<file path="config.mk">
export PLATFORM = sky130hd
export DESIGN_NAME = mem_stage
export DESIGN_NICKNAME = d
export VERILOG_FILES = /design/src/rtl/mem_stage.sv
export SDC_FILE = /design/constraint.sdc
export NUM_CORES = 1
export LEC_CHECK = 0
export ABC_AREA = 1
export CORE_MARGIN = 3
export CORE_UTILIZATION = 47
export CTS_BUF_LIST = sky130_fd_sc_hd__clkbuf_8
export DETAILED_ROUTE_END_ITERATION = 6
export HOLD_SLACK_MARGIN = 0.02
export PLACE_DENSITY = 0.82
export RECOVER_POWER = 50
export SYNTH_ARGS = -nofsm -noshare
export SYNTH_HDL_FRONTEND = slang
export SYNTH_SLANG_ARGS = --single-unit
</file>
<file path="constraint.sdc">
create_clock -name clock -period 1.6 [get_ports clock]
set_input_delay 0.4 -clock clock [delete_from_list [all_inputs] [get_ports clock]]
set_output_delay 0.4 -clock clock [all_outputs]
set_load 0.1 [all_outputs]
</file>
<file path="src/rtl/mem_stage.sv">
// -----------------------------------------------------------------------------
// mem_stage
//
// Memory-access stage of the pipelined core. It takes the execute-stage result
// and runs loads and stores against data memory using a req/ack handshake.
// While an access is outstanding it holds the upstream stage with stall. The
// write-back result (data, destination, write enable) is registered, and
// wb_valid marks it with a one-cycle pulse.
//
// Ports
//   clock, reset      : single clock domain; synchronous active-high reset
//   valid_in          : an operation from execute is present
//   alu_result        : effective address, or the pass-through ALU result
//   store_data        : store operand
//   mem_read/mem_write: load / store (store wins if both are set)
//   mem_size          : 00 byte, 01 half, 1x word
//   mem_unsigned      : zero-extend loads when set, sign-extend otherwise
//   reg_write/write_reg: destination register write enable and index
//   stall             : upstream must hold its inputs while this is high
//   dmem_*            : data memory request channel (word address, byte lanes)
//   wb_*              : registered write-back result; wb_valid is a pulse
//   addr_error        : pulse for a misaligned access, which is never issued
//   bus_error         : pulse when an access times out without an ack
//
// Optional feature: define MEM_ACK_TIMEOUT_EN to abort an access after
// TIMEOUT_CYCLES cycles with no ack. Without it the stage waits indefinitely
// and bus_error stays 0.
// -----------------------------------------------------------------------------
module mem_stage #(
  parameter int TIMEOUT_CYCLES = 16
) (
  input  logic        clock,
  input  logic        reset,
  input  logic        valid_in,
  input  logic [31:0] alu_result,
  input  logic [31:0] store_data,
  input  logic        mem_read,
  input  logic        mem_write,
  input  logic [1:0]  mem_size,
  input  logic        mem_unsigned,
  input  logic        reg_write,
  input  logic [4:0]  write_reg,
  output logic        stall,
  output logic        dmem_req,
  output logic        dmem_we,
  output logic [31:0] dmem_addr,
  output logic [3:0]  dmem_be,
  output logic [31:0] dmem_wdata,
  input  logic [31:0] dmem_rdata,
  input  logic        dmem_ack,
  output logic        wb_valid,
  output logic [31:0] wb_data,
  output logic [4:0]  wb_reg,
  output logic        wb_write,
  output logic        addr_error,
  output logic        bus_error
);

  typedef enum logic {IDLE, ACCESS} state_t;

  state_t state_reg, state_next;

  // Operation latched when the access is accepted. The bus outputs are driven
  // straight from these registers, so they stay stable for the whole access.
  logic [31:0] addr_reg;
  logic [3:0]  be_reg;
  logic        we_reg;
  logic [31:0] wdata_reg;
  logic [1:0]  size_reg;
  logic        unsigned_reg;
  logic [1:0]  lane_reg;
  logic        reg_write_reg;
  logic [4:0]  write_reg_reg;

  logic        wb_valid_reg;
  logic [31:0] wb_data_reg;
  logic [4:0]  wb_reg_reg;
  logic        wb_write_reg;
  logic        addr_error_reg;
  logic        bus_error_reg;

  logic        is_mem;
  logic        misaligned;
  logic [3:0]  be_calc;
  logic [31:0] wdata_calc;
  logic [31:0] load_data;
  logic        timeout_hit;

  // ---------------------------------------------------------------------------
  // Request decode (IDLE side)
  // ---------------------------------------------------------------------------
  assign is_mem     = mem_read | mem_write;
  assign misaligned = ((mem_size == 2'b01) && alu_result[0]) ||
                      (mem_size[1] && (alu_result[1:0] != 2'b00));

  // Byte lane enables: byte selects its own lane, half selects the lane pair
  // chosen by addr[1], word enables all lanes.
  generate
    for (genvar gi = 0; gi < 4; gi++) begin : g_be
      always_comb begin
        be_calc[gi] = 1'b1;
        if (mem_size == 2'b00)
          be_calc[gi] = (alu_result[1:0] == 2'(gi));
        else if (mem_size == 2'b01)
          be_calc[gi] = (alu_result[1] == 1'(gi / 2));
      end
    end
  endgenerate

  // Store data is replicated across lanes so memory can pick it up from the
  // enabled lane without any shifting.
  always_comb begin
    wdata_calc = store_data;
    if (mem_size == 2'b00)
      wdata_calc = {4{store_data[7:0]}};
    else if (mem_size == 2'b01)
      wdata_calc = {2{store_data[15:0]}};
  end

  // ---------------------------------------------------------------------------
  // Load data extraction (ACCESS side), using the latched lane and size
  // ---------------------------------------------------------------------------
  always_comb begin
    logic [7:0]  ld_byte;
    logic [15:0] ld_half;
    ld_byte   = dmem_rdata[{lane_reg, 3'b000} +: 8];
    ld_half   = dmem_rdata[{lane_reg[1], 4'b0000} +: 16];
    load_data = dmem_rdata;
    if (size_reg == 2'b00)
      load_data = {{24{~unsigned_reg & ld_byte[7]}}, ld_byte};
    else if (size_reg == 2'b01)
      load_data = {{16{~unsigned_reg & ld_half[15]}}, ld_half};
  end

  // ---------------------------------------------------------------------------
  // Optional ack timeout
  // ---------------------------------------------------------------------------
`ifdef MEM_ACK_TIMEOUT_EN
  localparam int CW = (TIMEOUT_CYCLES > 1) ? $clog2(TIMEOUT_CYCLES + 1) : 1;

  logic [CW-1:0] tmo_cnt_reg;

  // The counter is zero in the first ACCESS cycle, so the limit is reached in
  // the TIMEOUT_CYCLES-th cycle of the access. An ack in that cycle still
  // completes normally because the FSM checks dmem_ack first.
  assign timeout_hit = (state_reg == ACCESS) &&
                       (tmo_cnt_reg == CW'(TIMEOUT_CYCLES - 1));

  always_ff @(posedge clock) begin
    if (reset || state_next != ACCESS || state_reg != ACCESS)
      tmo_cnt_reg <= '0;
    else
      tmo_cnt_reg <= tmo_cnt_reg + 1'b1;
  end
`else
  logic unused_timeout_cfg;
  assign unused_timeout_cfg = |TIMEOUT_CYCLES;
  assign timeout_hit        = 1'b0;
`endif

  // ---------------------------------------------------------------------------
  // FSM next state and stall
  // ---------------------------------------------------------------------------
  always_comb begin
    state_next = state_reg;
    stall      = 1'b0;
    case (state_reg)
      IDLE: begin
        // Stall in the accept cycle so upstream holds its inputs until the
        // access completes.
        if (valid_in && is_mem && !misaligned) begin
          stall      = 1'b1;
          state_next = ACCESS;
        end
      end
      ACCESS: begin
        stall = ~(dmem_ack | timeout_hit);
        if (dmem_ack || timeout_hit)
          state_next = IDLE;
      end
      default: state_next = IDLE;
    endcase
  end

  // ---------------------------------------------------------------------------
  // State, latched operation and registered results
  // ---------------------------------------------------------------------------
  always_ff @(posedge clock) begin
    if (reset) begin
      state_reg      <= IDLE;
      addr_reg       <= '0;
      be_reg         <= '0;
      we_reg         <= 1'b0;
      wdata_reg      <= '0;
      size_reg       <= '0;
      unsigned_reg   <= 1'b0;
      lane_reg       <= '0;
      reg_write_reg  <= 1'b0;
      write_reg_reg  <= '0;
      wb_valid_reg   <= 1'b0;
      wb_data_reg    <= '0;
      wb_reg_reg     <= '0;
      wb_write_reg   <= 1'b0;
      addr_error_reg <= 1'b0;
      bus_error_reg  <= 1'b0;
    end else begin
      state_reg      <= state_next;
      wb_valid_reg   <= 1'b0;
      addr_error_reg <= 1'b0;
      bus_error_reg  <= 1'b0;
      case (state_reg)
        IDLE: begin
          if (valid_in) begin
            if (!is_mem) begin
              wb_valid_reg <= 1'b1;
              wb_data_reg  <= alu_result;
              wb_reg_reg   <= write_reg;
              wb_write_reg <= reg_write;
            end else if (misaligned) begin
              wb_valid_reg   <= 1'b1;
              wb_data_reg    <= alu_result;
              wb_reg_reg     <= write_reg;
              wb_write_reg   <= 1'b0;
              addr_error_reg <= 1'b1;
            end else begin
              addr_reg      <= {alu_result[31:2], 2'b00};
              be_reg        <= be_calc;
              we_reg        <= mem_write;
              wdata_reg     <= wdata_calc;
              size_reg      <= mem_size;
              unsigned_reg  <= mem_unsigned;
              lane_reg      <= alu_result[1:0];
              reg_write_reg <= reg_write;
              write_reg_reg <= write_reg;
            end
          end
        end
        ACCESS: begin
          if (dmem_ack) begin
            wb_valid_reg <= 1'b1;
            // A store has nothing to write back; keep its address on wb_data.
            wb_data_reg  <= we_reg ? addr_reg : load_data;
            wb_reg_reg   <= write_reg_reg;
            wb_write_reg <= we_reg ? 1'b0 : reg_write_reg;
          end else if (timeout_hit) begin
            wb_valid_reg  <= 1'b1;
            wb_reg_reg    <= write_reg_reg;
            wb_write_reg  <= 1'b0;
            bus_error_reg <= 1'b1;
          end
        end
        default: ;
      endcase
    end
  end

  assign dmem_req   = (state_reg == ACCESS);
  assign dmem_we    = we_reg & dmem_req;
  assign dmem_addr  = addr_reg;
  assign dmem_be    = be_reg;
  assign dmem_wdata = wdata_reg;

  assign wb_valid   = wb_valid_reg;
  assign wb_data    = wb_data_reg;
  assign wb_reg     = wb_reg_reg;
  assign wb_write   = wb_write_reg;
  assign addr_error = addr_error_reg;
  assign bus_error  = bus_error_reg;

endmodule

</file>
== After elaboration in Yosys (flattened, before gate mapping) ==
Index checks and enable logic that the tools add are counted.

* Output and inout bits: 112
* Register bits: 119
* Logic and storage cells: 85

* Multiplexer cells: 36
* Equal/unequal tests: 8
* Shifts and indexed selects: 2
* Bitwise operators: 11
* Reduce and logical (&&, ||, !) cells: 13

{| class="wikitable"
|+ Operators with widths
! operator !! count
|-
| $mux 32 || 9
|-
| $pmux 32 s2 || 1
|-
| $shiftx 32x6->16 || 1
|-
| $shiftx 32x6->8 || 1
|-
| $mux 5 || 4
|-
| $mux 1 || 17
|-
| $pmux 5 s2 || 1
|-
| $pmux 1 s2 || 4
|-
| $not 1->1 || 7
|-
| $eq 2x1->1 const B || 3
|-
| $logic_not 2->1 || 3
|-
| $eq 2x2->1 const B || 2
|-
| $logic_and 1x1->1 || 4
|-
| $ne 2x2->1 const B || 2
|-
| $reduce_and 4->1 || 1
|-
| $reduce_or 4->1 || 1
|-
| $and 1x1->1 || 3
|-
| $ne 3x3->1 const B || 1
|-
| $reduce_and 3->1 || 1
|-
| $reduce_bool 2->1 || 1
|-
| $logic_not 1->1 || 1
|-
| $logic_or 1x1->1 || 1
|-
| $or 1x1->1 || 1
|}

== Depth between registers and ports, before layout ==
Gate-level depths: netlist (run 1).

* Depth after elaboration: 7
* Mapped depth: 11

== Worst setup path after synthesis (run 1) ==
OpenSTA, ideal clock, no wires.

* Path kind: flip-flop to output port
* Start point: register state_reg (netlist: dmem_req)
* End point: output port stall
* Path buffers: 2
* Path slack: -1.150 ns
* Stages on the path, launching flop included: 6
* Required time: 1.200 ns
* Data arrival time: 2.350 ns
* Cell sequence: dfxtp_1 buf_6 inv_4 clkbuf_1 or2_2 nand2_1

* Cells in the longest elaborated chain, start to end: 2

{| class="wikitable"
|+ Ends and longest elaborated chain
! what !! line !! RTL
|-
| start, declared || 61 || <nowiki>state_t state_reg, state_next;</nowiki>
|-
| start signal, assigned || 207 || <nowiki>state_reg <= state_next;</nowiki>
|-
| $not 1->1 (no line) || -- ||
|-
| $pmux 1 s2 (*) || 167 || <nowiki>case (state_reg)</nowiki>
|-
| end, declared || 43 || <nowiki>output logic stall,</nowiki>
|}

Mark *: on every way between the ends. The rest lies on a longest branch, timed or not.

== Final worst setup path (run 1) ==
Ends and elaborated chain as after synthesis.

==> out/qor.txt, run 1 <==
====================================================================================
Status ................................................................ finished, violations left
Failing checks ........................................................ negative setup slack
Total routed wirelength ...............................................    25,100 um
Number of antenna violations at the first check in global routing .....            0
Weighted congestion at the end of routability-driven global placement .       0.9539
CP required ...........................................................      1.20 ns
Total Nets Final ......................................................        1,323
Total number of clock tree sinks ......................................          119
Largest area contributor in the synthesized netlist ...................      dfxtp_1
Post-DR vias/cell .....................................................        5.516
Drt wl/cell ...........................................................     17.98 um
Seq. cell area ........................................................     2395 um2
Post-Route Skew .......................................................  0.007873 ns
Footprint of the multi-input gates ....................................     3218 um2
GRT Total Usage .......................................................       33.73%
Setup repair after global routing missed its margin ...................         true
Core utilization of the finished layout ...............................       83.15%
Reg-to-reg setup timing slack .........................................      0.05 ns
Post-synth top area share .............................................       38.22%
Total power ...........................................................    0.01046 W
Cell types occupying the most area after synthesis .................... dfxtp_1 38%, nand2_1 16%, a21oi_1 9.2%
Max Cap Viol ..........................................................            0
Start-to-end type of the worst setup path ............................. register to output port
DRC violation count after routing .....................................            0
Library cell with the highest instance count after synthesis ..........      nand2_1
Endpoint arrival time on the critical path ............................      1.38 ns
Largest net degree at the start of global routing .....................           39
End point of the worst hold path ...................................... dmem_req$_SDFF_PP0_
# port buffers ........................................................          219
Top post-synthesis cells by count ..................................... 271 x nand2_1, 119 x dfxtp_1, 115 x a21oi_1
Fraction of layout cells with a size suffix above 1 ...................       21.41%
Headroom to the max-slew limit ........................................       45.28%
Die Footprint .........................................................   14,680 um2
Launching element type of the critical path ...........................     register
Share of the yosys chip area belonging to registers ...................       38.22%
Die height ............................................................     121.2 um
Primary flip-flop cell chosen by synthesis mapping ....................      dfxtp_1
CTS buffer count ......................................................           17
Number of global-route vias before repair .............................        7,433
Post-synthesis instance total .........................................          955
Summed instance area of the synthesized netlist .......................     6233 um2
Final worst-path cycle share ..........................................       111.1%
Post-synth cell types .................................................           32
Worst slack on hold paths .............................................    0.3682 ns
Final ANT Viol Nets ...................................................            0
Root buf cell .........................................................     clkbuf_8
N_diodes ..............................................................            0
Worst min-delay path startpoint .......................................     dmem_ack
Count of yosys warnings during synthesis ..............................            0
Number of flops mapped to enable cells by yosys .......................            0
Leakage power of the design ...........................................     4.657 nW
IR drop worst, VDD ....................................................    0.6930 mV
Filler Cell Count .....................................................          755
Number of setup violations in the final report ........................            3
Endpoint class of the critical path ...................................  output port
Final max-slew violation count ........................................            0
Syn Area/Cell .........................................................    6.527 um2
Worst slack at placement ..............................................   -0.6224 ns
Count of cells along the worst hold path ..............................            3
Overflow left after global routing ....................................            0
Detailed placer's ending HPWL .........................................    18,090 um
Number of placed I/O pins .............................................          223
Upper clock frequency limit ...........................................    562.8 MHz
Core region area ......................................................   12,770 um2
Length of the first detailed-routing pass in iterations ...............            6
Classification of the worst-slack hold path ........................... input pin to register
Worst-margin pin slew .................................................    0.8208 ns
Die boundary width ....................................................     121.2 um
Clock tree from TritonCTS .............................................        built
Post-layout min period ................................................     1.777 ns
Maximum level of the CTS H-tree .......................................            4
Synth-to-Final Area Change ............................................       70.39%
Count of final hold-check violations ..................................            0
FF-to-FF Start ........................................................ dmem_req$_SDFF_PP0_
Endpoint of the lowest-slack register-to-register path ................ dmem_addr[15]$_SDFFE_PP0P_
Clock tree buffer depth ...............................................            2
Final Worst Setup Slack ...............................................   -0.1768 ns
Wire length of the first global-routing pass ..........................    38,780 um
FFs w/ async S/R, synth ...............................................           0%
Number of DRC violations after detailed-routing iteration 0 ...........          924
Initial Utilization ...................................................       48.80%
Total number of placement rows ........................................           41
Clock transition at the registers of the reported paths ...............      0.07 ns
Power density normalized to cell area ................................. 984.6 nW/um2
Number of synthesized register bits ...................................          119
Total via count in the routed design ..................................        7,701
Largest fanout on the critical path ...................................            4
Path depth of the worst reg2reg path ..................................            9
Worst-Skew Late Latency ...............................................      0.46 ns
====================================================================================
==> timing repair <==
| action | 4_1_cts | 5_1_grt |
|---|---|---|
| resized for setup | 21 | 18 |
| endpoints found under the setup margin | 52 | 31 |
| hold buffers | 0 | 0 |
| pin swaps | 4 | 2 |
| buffers inserted | 7 | 2 |
==> worst max-delay path, cell delays in order (launching register included) <==
cell and delay (ns):
dfxtp_4 0.40, inv_8 0.04, or2_4 0.25, nand2_8 0.06, buf_12 0.16
==> power by group <==
part	switching (W)	internal, W	leakage (nW)
sequential	0.000280	0.00320	0.980
clock	0.00122	0.00147	0.200
combinational	0.00271	0.00158	3.48
==> metal layers <==
layer  vias up  global-route usage (%)  share of wire, %
li1       3617                       -                 -
met1      3522                   41.96                38
met2       477                   54.91                48
met3        85                   9.277                11
met4         0                   14.43               3.9
met5         -                       0                 0
==> cells in the final DEF, fill, tap and decap left out, types with 3 or more instances in the layout <==
cell type,instances
nand2_1,267
buf_12,120
dfxtp_1,115
a21oi_1,112
o21ai_0,111
clkdlybuf4s50_1,101
nor2_1,83
inv_1,76
buf_4,71
nand3_1,39
a31oi_1,24
clkbuf_8,20
o211ai_1,7
dlygate4sd2_1,7
nand2_2,6
nand4_1,6
inv_2,5
nand2_4,5
o21ai_1,5
nor2_4,3
a21oi_2,3
conb_1,3
clkinv_2,3
clkinvlp_4,3
dfxtp_4,3
buf_6,3
==> layout make-up <==
| class | instances | area share (%) |
|---|---|---|
| sequential | 119 | 22.55 |
| clock inverter | 11 | 1.025 |
| inverter | 82 | 3.063 |
| clock buffer | 20 | 2.592 |
| multi-input combinational | 686 | 30.30 |
| timing repair buffer | 306 | 38.45 |
| tap | 172 | 2.026 |
==> worst max path at each step <==
stage                        start                           to  slack [ns]  depth (start not counted)
2_1_floorplan  dmem_req$_SDFF_PP0_                        stall       -0.16                          5
3_3_place_gp             mem_write  dmem_wdata[18]$_SDFFE_PP0P_       -0.48                          9
3_5_place_dp             mem_write  dmem_wdata[20]$_SDFFE_PP0P_       -0.62                          9
4_1_cts        dmem_req$_SDFF_PP0_                        stall       -0.18                          6
5_1_grt        dmem_req$_SDFF_PP0_                        stall       -0.20                          4
6_report       dmem_req$_SDFF_PP0_                        stall       -0.18                          4
==> metrics by stage <==
| stage | std cells | instance area, um2 | setup TNS, ns |
|---|---|---|---|
| 5_1_grt | 1396 | 10620 | -0.3795 |
| 3_5_place_dp | 1359 | 10100 | -53.37 |
| 4_1_cts | 1395 | 10550 | -0.2892 |
| 2_1_floorplan | 957 | 6272 | -0.1568 |
| 6_report | 1396 | 10620 | -0.2650 |
| 3_3_place_gp | 1359 | 10100 | -47.02 |
==> cell families (layout without fill, tap and decap cells) <==
family                 Yosys count  count (layout)  share of synthesized area [%]
other                            1               3                        0.06016
flip-flops                     119             119                          38.22
buffers and inverters          152             419                          11.68
AND/OR/NAND/NOR                417             417                          27.58
AO/OA/AOI/OAI                  266             266                          22.46
Power figures use the tool's default switching activity.
==> inputs of run 2 (changes only) <==
- CELL_PAD_IN_SITES_DETAIL_PLACEMENT: not set -> 1
- CELL_PAD_IN_SITES_GLOBAL_PLACEMENT: not set -> 1
- CORE_UTILIZATION: 47 -> 32
- PLACE_DENSITY: 0.82 -> 0.83
- SKIP_LAST_GASP: not set -> 1
==> out/qor.txt, run 2 (synthesis results as in run 1) <==
=====================================================================================
Status ................................................................. finished, violations left
Failing checks ......................................................... negative setup slack
Weighted congestion at the end of routability-driven global placement ..       0.8699
Part of the power in registers .........................................        30.9%
Largest net degree at the start of global routing ......................           45
Switching power share of the total .....................................       39.93%
Length of the first detailed-routing pass in iterations ................            5
Highest-count cells in the layout ignoring fill and taps ............... 266 x nand2_1, 125 x buf_12, 115 x a21oi_1, 115 x dfxtp_1, 103 x clkdlybuf4s50_1
Placed Cells ...........................................................        1,447
Classification of the worst-slack hold path ............................ input pin to register
Power share of the combinational group .................................        40.0%
Reg-to-reg setup timing slack ..........................................      0.03 ns
CP cell instances ...................................................... inv_4 > nand2_4 > nor2_4 > nand2_4 > nand2_8 > buf_12
Launching element type of the critical path ............................     register
Synth-to-Final Area Change .............................................       77.20%
Die height .............................................................     145.6 um
Internal power .........................................................   0.006758 W
Seq. cell area .........................................................     2392 um2
Post-Route Skew ........................................................   0.01168 ns
Number of setup violations in the final report .........................            4
Core region area .......................................................   18,890 um2
Final ANT Viol Nets ....................................................            0
Detailed placer's ending HPWL ..........................................    20,740 um
Total number of clock tree sinks .......................................          119
Initial Utilization ....................................................       32.99%
Most common cell type on the critical path .............................      nand2_4
Die Footprint ..........................................................   21,190 um2
Cts-stage hold buffer count ............................................            0
GRT Total Usage ........................................................       26.66%
Post-layout min period .................................................     1.769 ns
Worst-Skew Late Latency ................................................      0.45 ns
Cell with the largest stage delay on the worst path ....................      dfxtp_4
Total routed wirelength ................................................    29,450 um
CTS buffer count .......................................................           17
Wire length of the first global-routing pass ...........................    45,550 um
Number of DRC violations after detailed-routing iteration 0 ............          393
IR drop worst, VDD .....................................................    0.5521 mV
Final design instance area without fill ................................   11,050 um2
Path depth of the worst reg2reg path ...................................            9
Final max-slew violation count .........................................            0
Total Nets Final .......................................................        1,340
Endpoint class of the critical path ....................................  output port
Overflow left after global routing .....................................            0
Max Cap Viol ...........................................................            0
Final cell count without fillers .......................................        1,502
CP required ............................................................      1.20 ns
Count of cells along the worst hold path ...............................            3
Drt wl/cell ............................................................     19.61 um
Headroom to the max-slew limit .........................................       57.54%
Clock tree from TritonCTS ..............................................        built
Die boundary width .....................................................     145.6 um
Number of antenna violations at the first check in global routing ......            2
# port buffers .........................................................          219
Final Worst Setup Slack ................................................   -0.1687 ns
Footprint of the multi-input gates .....................................     3211 um2
Final worst-path cycle share ...........................................       110.5%
Count of final hold-check violations ...................................            0
Upper clock frequency limit ............................................    565.4 MHz
Setup repair after global routing missed its margin ....................         true
Worst-margin pin slew ..................................................    0.6346 ns
Total number of placement rows .........................................           50
Net Sw Power ...........................................................   0.004492 W
Max stage delay on crit path ...........................................      0.36 ns
Leakage power of the design ............................................     4.812 nW
Number of global-route vias before repair ..............................        8,177
Endpoint arrival time on the critical path .............................      1.37 ns
Largest fanout on the critical path ....................................            3
Root buf cell ..........................................................     clkbuf_8
Core utilization of the finished layout ................................       58.46%
Power density normalized to cell area ..................................  1018 nW/um2
Fraction of layout cells with a size suffix above 1 ....................       22.95%
Number of placed I/O pins ..............................................          223
Portion of total power attributed to the clock network .................        29.1%
Total via count in the routed design ...................................        7,760
Most frequent standard cell in the layout excluding fill and tap cells .      nand2_1
Filler Cell Count ......................................................        2,267
Maximum level of the CTS H-tree ........................................            4
Start-to-end type of the worst setup path .............................. register to output port
Post-DR vias/cell ......................................................        5.166
Clock transition at the registers of the reported paths ................      0.08 ns
N_diodes ...............................................................            0
DP Area ................................................................   10,230 um2
Clock tree buffer depth ................................................            2
DRC violation count after routing ......................................            0
=====================================================================================
==> run 2: power by group through the flow <==
stage	Combinational [W]	Sequential (W)	Clock, W
2_1_floorplan	0.00100	0.00495	0
3_3_place_gp	0.00421	0.00353	0
3_5_place_dp	0.00428	0.00354	0
4_1_cts	0.00442	0.00347	0.00329
5_1_grt	0.00469	0.00351	0.00345
6_report	0.00450	0.00348	0.00328
==> run 2: path summary, 6_finish.rpt <==
path / startpoint / end
worst max-delay path: dmem_req$_SDFF_PP0_ / stall
worst min-delay path: mem_size[1] / dmem_wdata[16]$_SDFFE_PP0P_
worst max register to register: dmem_req$_SDFF_PP0_ / dmem_wdata[20]$_SDFFE_PP0P_
worst min register to register: reg_write_reg$_SDFFE_PP0P_ / reg_write_reg$_SDFFE_PP0P_
==> run 2: final cells by class <==
class                   count  share of cell area [%]
clock buffers              17                   2.118
clock inverters            15                   2.039
inverters                  82                   2.934
multi-input cells         686                   29.07
flip-flops and latches    119                   21.66
well taps                 260                   2.945
repair buffers            323                   39.24
==> run 2: critical path, delay by kind of cell (launching register included) <==
kind,cells,cell delay [ns]
AND/OR/NAND/NOR,4,0.33
flip-flops,1,0.36
buffers and inverters,2,0.22
==> run 2: routing by layer <==
metal | up-vias | routed length (um) | share of wire [%] | GRT usage (%)
met5 | - | 27 | 0.092 | 0
met2 | 289 | 14830 | 50 | 47.65
met1 | 3766 | 11900 | 40 | 31.26
met4 | 4 | 663 | 2.3 | 7.550
li1 | 3652 | - | - | -
met3 | 49 | 2030 | 6.9 | 7.443
==> run 2: stage by stage <==
stage / total power, W / setup WS [ns] / hold slack (ns) / TNS [ns]
finish: 0.01125 / -0.1687 / 0.3188 / -0.3955
global route: 0.01166 / -0.2215 / 0.3309 / -1.194
CTS: 0.01118 / -0.2030 / 0.3037 / -0.2622
detailed placement: 0.007819 / -0.6168 / 0.4682 / -62.21
global placement: 0.007738 / -0.5260 / 0.4524 / -53.88
floorplan: 0.005947 / -0.1568 / 0.4445 / -0.1568
==> run 2: repair_timing <==
item	4_1_cts	5_1_grt
setup buffers	15	9
resized for setup	31	32
cloned	2	1
pin swaps	8	8
setup endpoints to repair	114	63
